$ cat src/rtl/serv_ibus_fetch_pkg.sv
// Shared types and constants for the instruction-fetch stage.
package serv_fetch_pkg;

   // Fetch FSM states: waiting for a request, or running a bus read
   typedef enum logic {
      FETCH_IDLE = 1'b0,
      FETCH_BUSY = 1'b1
   } fetch_state_e;

   // Low two bits of every 32-bit RISC-V encoding
   localparam logic [1:0] RV32_LEN_BITS = 2'b11;

   // Default bus-timeout in BUSY cycles (0 turns the watchdog off)
   localparam int DEFAULT_TIMEOUT_CYCLES = 255;

endpackage

$ cat src/rtl/serv_ibus_fetch_if.sv
// Wishbone-classic read-only instruction bus (cyc and stb combined).
interface serv_ibus_fetch_if;
   logic [31:0] adr;
   logic        cyc;
   logic        ack;
   logic [31:0] rdt;

   modport master (output adr, output cyc, input ack, input rdt);
   modport slave  (input adr, input cyc, output ack, output rdt);
endinterface

$ cat src/rtl/serv_ibus_fetch_wdog.sv
// Bus watchdog: counts BUSY cycles without ack and flags the cycle in
// which the count reaches TIMEOUT_CYCLES. Collapses to a constant 0
// when TIMEOUT_CYCLES is 0.
module serv_fetch_wdog #(
   parameter int WDOG_W         = 8,
   parameter int TIMEOUT_CYCLES = 255
) (
   input  logic clk,
   input  logic i_rst,
   input  logic i_clr,
   input  logic i_run,
   output logic o_expire
);

   generate
      if (TIMEOUT_CYCLES == 0) begin : g_off
         assign o_expire = 1'b0;
      end else begin : g_on
         // The count holds the number of completed waiting cycles, so the
         // current cycle is the last allowed one when it equals TIMEOUT-1.
         localparam logic [WDOG_W-1:0] LAST = WDOG_W'(TIMEOUT_CYCLES - 1);

         logic [WDOG_W-1:0] cnt;

         // Waiting-cycle counter, cleared while idle
         always_ff @(posedge clk) begin
            if (i_rst || i_clr)
               cnt <= '0;
            else if (i_run)
               cnt <= cnt + 1'b1;
         end

         assign o_expire = i_run && (cnt == LAST);
      end
   endgenerate

endmodule

$ cat src/rtl/serv_ibus_fetch.sv
// Instruction fetch: one Wishbone read per request, word handed to decode
// as bits [31:2] with a one-cycle strobe; flush, bus timeout and
// non-32-bit encoding detection.
module serv_ibus_fetch
   import serv_fetch_pkg::*;
#(
   parameter int TIMEOUT_CYCLES = DEFAULT_TIMEOUT_CYCLES,
   parameter int WDOG_W         = 8
) (
   input  logic                      clk,
   input  logic                      i_rst,
   input  logic                      i_fetch,
   input  logic [29:0]               i_pc,
   input  logic                      i_flush,
   output logic                      o_ready,
   serv_ibus_fetch_if.master         ibus,
   output logic [29:0]               o_rdt,
   output logic                      o_en,
   output logic                      o_illegal,
   output logic                      o_bus_err
);

   fetch_state_e state_q;
   fetch_state_e state_d;
   logic [29:0]  pc_q;
   logic         accept;
   logic         capture;
   logic         abort;
   logic         wdog_run;
   logic         wdog_expire;

   // Watchdog runs only in BUSY cycles that neither complete nor flush
   assign wdog_run = (state_q == FETCH_BUSY) && !ibus.ack && !i_flush;

   serv_fetch_wdog #(
      .WDOG_W         (WDOG_W),
      .TIMEOUT_CYCLES (TIMEOUT_CYCLES)
   ) u_wdog (
      .clk      (clk),
      .i_rst    (i_rst),
      .i_clr    (state_q == FETCH_IDLE),
      .i_run    (wdog_run),
      .o_expire (wdog_expire)
   );

   // Next state and one-cycle actions; flush beats ack beats timeout
   always_comb begin
      state_d = state_q;
      accept  = 1'b0;
      capture = 1'b0;
      abort   = 1'b0;
      case (state_q)
         FETCH_IDLE: begin
            if (i_fetch && !i_flush) begin
               state_d = FETCH_BUSY;
               accept  = 1'b1;
            end
         end
         FETCH_BUSY: begin
            if (i_flush) begin
               state_d = FETCH_IDLE;
            end else if (ibus.ack) begin
               state_d = FETCH_IDLE;
               capture = 1'b1;
            end else if (wdog_expire) begin
               state_d = FETCH_IDLE;
               abort   = 1'b1;
            end
         end
         default: state_d = FETCH_IDLE;
      endcase
   end

   // State, address and capture registers plus the output strobes
   always_ff @(posedge clk) begin
      if (i_rst) begin
         state_q   <= FETCH_IDLE;
         pc_q      <= '0;
         o_rdt     <= '0;
         o_en      <= 1'b0;
         o_illegal <= 1'b0;
         o_bus_err <= 1'b0;
      end else begin
         state_q   <= state_d;
         o_en      <= capture;
         o_illegal <= capture && (ibus.rdt[1:0] != RV32_LEN_BITS);
         o_bus_err <= abort;
         if (accept)
            pc_q <= i_pc;
         if (capture)
            o_rdt <= ibus.rdt[31:2];
      end
   end

   assign o_ready  = (state_q == FETCH_IDLE);
   assign ibus.cyc = (state_q == FETCH_BUSY);
   assign ibus.adr = {pc_q, 2'b00};

endmodule

$ cat src/flat_wrapper.sv
// flat-port wrapper written by rule: the top's interface ports become plain ports
module serv_ibus_fetch_flat import serv_fetch_pkg::*;
#(
   parameter int TIMEOUT_CYCLES = DEFAULT_TIMEOUT_CYCLES,
   parameter int WDOG_W         = 8
)
  (clk, i_rst, i_fetch, i_pc, i_flush, o_ready, o_rdt, o_en, o_illegal, o_bus_err, ibus_adr, ibus_cyc, ibus_ack, ibus_rdt);
  serv_ibus_fetch_if ibus_i ();
  input  logic clk;
  input  logic i_rst;
  input  logic i_fetch;
  input  logic [29:0] i_pc;
  input  logic i_flush;
  output logic o_ready;
  output logic [29:0] o_rdt;
  output logic o_en;
  output logic o_illegal;
  output logic o_bus_err;
  output wire logic [$bits(ibus_i.adr)-1:0] ibus_adr;
  output wire logic [$bits(ibus_i.cyc)-1:0] ibus_cyc;
  input wire logic [$bits(ibus_i.ack)-1:0] ibus_ack;
  input wire logic [$bits(ibus_i.rdt)-1:0] ibus_rdt;
  assign ibus_adr = ibus_i.adr;
  assign ibus_cyc = ibus_i.cyc;
  assign ibus_i.ack = ibus_ack;
  assign ibus_i.rdt = ibus_rdt;
  serv_ibus_fetch #(.TIMEOUT_CYCLES(TIMEOUT_CYCLES), .WDOG_W(WDOG_W)) u_core (.clk(clk), .i_rst(i_rst), .i_fetch(i_fetch), .i_pc(i_pc), .i_flush(i_flush), .o_ready(o_ready), .ibus(ibus_i), .o_rdt(o_rdt), .o_en(o_en), .o_illegal(o_illegal), .o_bus_err(o_bus_err));
endmodule
$ cat config.mk
export PLATFORM = sky130hd
export DESIGN_NAME = serv_ibus_fetch_flat
export DESIGN_NICKNAME = d
export VERILOG_FILES = /design/src/rtl/serv_ibus_fetch_pkg.sv /design/src/rtl/serv_ibus_fetch_if.sv /design/src/rtl/serv_ibus_fetch_wdog.sv /design/src/rtl/serv_ibus_fetch.sv /design/src/flat_wrapper.sv
export SDC_FILE = /design/constraint.sdc
export NUM_CORES = 1
export LEC_CHECK = 0
export CAP_MARGIN = 20
export CORE_MARGIN = 2
export CORE_UTILIZATION = 39
export CTS_CLUSTER_SIZE = 12
export DETAILED_ROUTE_END_ITERATION = 16
export PLACE_DENSITY = 0.8
export SKIP_LAST_GASP = 1
export SLEW_MARGIN = 20
export SYNTH_ARGS = -nofsm -noshare
export SYNTH_HDL_FRONTEND = slang
export SYNTH_SLANG_ARGS = --single-unit
$ cat constraint.sdc
create_clock -name clk -period 1.7 [get_ports clk]
set_input_delay 0.255 -clock clk [delete_from_list [all_inputs] [get_ports clk]]
set_output_delay 0.255 -clock clk [all_outputs]
set_load 0.02 [all_outputs]
==> results_dict.tcl <==
set metrics [dict create \
    clock_tree_from_tritoncts "yes" \
    layout.filler_cells 522 \
    sequential_cell_area_fraction_in_the_yosys_report_pct 55.52 \
    end_kind "primary output" \
    synth_enable_flop_cells 0 \
    synth.ff_latch_count 72 \
    wire_length_of_the_first_global_routing_pass_mm 10.74 \
    cells_after_synth 288 \
    power_per_cell_area_mw_per_mm2 926.5 \
    critPathArrivalTime_ps 1310 \
    post_drt_via_cell_ratio 4.766 \
    cts.sink_count 72 \
    globalRouteMet2Util_pct 29.55 \
    dominantRegCellSynth "sky130_fd_sc_hd__dfxtp_1" \
    run_status "complete, no violations" \
    ff_latch_area_mm2 0.001443 \
    cts_root_buffer "sky130_fd_sc_hd__clkbuf_8" \
    fp.dieArea_mm2 0.007326 \
    worst_min_path_class "in -> reg" \
    min_period_over_period_pct 92.19 \
    count_of_antenna_diodes_in_the_layout 0 \
    h-tree-depth 3 \
    ir_drop_v 0.0006259 \
    post_synth_mux_area_share_pct 11.57 \
    async_flop_share_pct 0 \
    grt.total_usage_pct 18.49 \
    drtPass1Iterations 4 \
    compound_gate_fraction_of_synth_area_pct 9.060 \
    grt_util_met3_pct 10.11 \
    antenna_found_initial 0 \
    cts.reportedPaths.clkPinSlew_ps 80 \
    synth_adder_area_share_pct 0.9639 \
    finalClockSkew_ps 9.766 \
    place.port_buffers 131 \
    areaGrowthSynthToFinish_pct 66.07 \
    effective_utilization_at_floorplan_pct 40.65 \
    core_area_mm2 0.006386 \
    synth.lib_cells_used.distinct 27 \
    globalRouteMet1Util_pct 20.84 \
    insertion_delay_ps 340 \
    first_global_vias 2268 \
    combinational_family_with_the_most_area_after_synthesis "simple AND/OR/NAND/NOR gates" \
    synth_simple_gate_area_share_pct 18.65 \
    critical_path.cell_chain "clkdlybuf4s50_1" \
    crit_path_start_kind "register" \
    worst_hold_slack_ps 380.1 \
    timing.critical_path.buf_inv 1 \
    fmax_ghz 0.6381 \
    cp_top_family "buffers and inverters" \
    via_count 2402 \
    grt_start_max_net_pins 42 \
    worst_path_max_delay_cell "sky130_fd_sc_hd__clkdlybuf4s50_1" \
    setup_viol 0 \
    timing.setup.tns_ps 0 \
    synth_xor_area_share_pct 0.3373 \
    final-max-slew-violation-count 0 \
    fraction_of_layout_instances_using_a_drive_strength_above_1_pct 7.026 \
    critical_path_class "reg -> out" \
    mostFrequentLayoutCell "sky130_fd_sc_hd__clkdlybuf4s50_1" \
    drc_errors 0 \
    dp_hpwl_mm 4.810 \
    min_cycle_time_layout_ps 1567 \
    grt.busiest_layer "met2" \
    path_max_fanout 2 \
    route.final.wire_length_mm 6.758 \
    tritoncts.num_buffers 9 \
    chipWidth_um 85.59 \
    dieHeight_um 85.59 \
    synth_warnings 0 \
    critical_path.max_stage_delay_ps 640 \
    syn_area_per_cell_um2 9.015 \
    maxCapViolCount 0 \
    multi_input_gate_area_in_the_final_layout_mm2 0.001066 \
    detail-route-antenna-nets 0 \
    critical_path_required_ps 1440 \
    per_cell_routed_wire_length_um 13.41 \
    io_pins 134 \
    finalHoldViolCount 0 \
    finalNetCount 491 \
    place.gp.congestion 0.7413 \
    rsz0062_at_grt "no" \
    max-clock-path-buffers 2 \
    netlist_area_mm2 0.002596 \
    commonest_non_fill_non_tap_cells_in_the_layout "sky130_fd_sc_hd__clkdlybuf4s50_1, sky130_fd_sc_hd__dfxtp_1, sky130_fd_sc_hd__nand2_1" \
    leakage_nw 1.560 \
    drt_iter0_markers 86 \
    floorplan.rows 29 \
    grt_overflow_total 0 \
]
[report_power, final]
group | internal (W) | switching (W) | total [W]
Sequential | 0.00173 | 0.0000228 | 0.00175
Combinational | 0.000273 | 0.000193 | 0.000466
Clock | 0.00116 | 0.000615 | 0.00177
[registers in the layout (all words and copies together) (netlist names)]
| register | flops |
|---|---|
| u_core.o_rdt | 30 |
| u_core.u_wdog.g_on.cnt | 8 |
| u_core.o_illegal | 1 |
| u_core.o_bus_err | 1 |
| u_core.pc_q | 30 |
| u_core.ibus.cyc | 1 |
| u_core.o_en | 1 |
[per-stage QoR]
stage | utilization, % | total power (W) | cell area (um2) | instances | setup WS (ps)
final | 67.52 | 0.003995 | 4312 | 504 | 132.7
after global routing | 67.52 | 0.004162 | 4312 | 504 | 52.22
after floorplan | - | 0.001978 | 2601 | 289 | 83.15
after CTS | 67.48 | 0.004047 | 4309 | 504 | 5.673
after global placement | 63.30 | 0.002255 | 4043 | 488 | -136.8
after detailed placement | 63.30 | 0.002263 | 4043 | 488 | -170.1
[synth_stat cells (2+ instances only)]
cell type | instances | share of area, %
sky130_fd_sc_hd__buf_4 | 2 | 0.58
sky130_fd_sc_hd__inv_1 | 3 | 0.43
sky130_fd_sc_hd__nor2_1 | 33 | 4.8
sky130_fd_sc_hd__nand4_1 | 2 | 0.48
sky130_fd_sc_hd__o21ai_0 | 4 | 0.77
sky130_fd_sc_hd__dfxtp_1 | 72 | 56
sky130_fd_sc_hd__or3_1 | 3 | 0.72
sky130_fd_sc_hd__a211oi_1 | 2 | 0.58
sky130_fd_sc_hd__o31ai_1 | 2 | 0.58
sky130_fd_sc_hd__nor3b_1 | 2 | 0.58
sky130_fd_sc_hd__or4_1 | 2 | 0.58
sky130_fd_sc_hd__a21oi_1 | 37 | 7.1
sky130_fd_sc_hd__mux2i_1 | 30 | 12
sky130_fd_sc_hd__clkbuf_1 | 14 | 2.0
sky130_fd_sc_hd__ha_1 | 2 | 0.96
sky130_fd_sc_hd__buf_2 | 3 | 0.58
sky130_fd_sc_hd__nand2_1 | 64 | 9.3
sky130_fd_sc_hd__nand3_1 | 2 | 0.39
[timing repair]
action	CTS	global route
hold buffers	0	0
cloned	0	0
resized for setup	1	1
endpoints found under the hold margin	0	0
setup endpoints to repair	1	1
setup buffers	0	0
pin swaps	0	0
[final timing paths]
| kind | end | cells past startpoint | start | slack (ps) |
|---|---|---|---|---|
| hold / removal | u_core.o_rdt[1] | 2 | i_rst | 380 |
| setup reg to reg | u_core.u_wdog.g_on.cnt[7] | 3 | u_core.ibus.cyc | 230 |
| hold reg to reg | u_core.o_rdt[19] | 2 | u_core.o_rdt[19] | 460 |
| setup / recovery | ibus_adr[27] | 1 | u_core.pc_q[25] | 130 |
[area by class of cell]
type                    instances  share of cell area, %
flip-flops and latches         72                  33.46
clock inverters                 6                  3.018
repair buffers                142                  33.11
well taps                      77                  2.234
inverters                       3                 0.2612
multi-input cells             194                  24.72
clock buffers                  10                  3.192
[metal layers]
layer | vias to the layer above | wire (um) | share of wire, %
met5 | - | 0 | 0
met1 | 1079 | 2755 | 41
met3 | 8 | 796 | 12
met4 | 0 | 109 | 1.6
met2 | 98 | 3097 | 46
li1 | 1217 | - | -
[cells by family (layout without fill, tap and decap cells)]
group / count (synthesis) / after routing
simple gates: 114 / 114
flops: 72 / 72
compound gates: 45 / 45
mux: 30 / 30
buf+inv: 23 / 161
fa+ha+maj: 2 / 2
other cells: 1 / 2
xor+xnor: 1 / 1
Note: power is estimated with default switching activity, not from simulation.
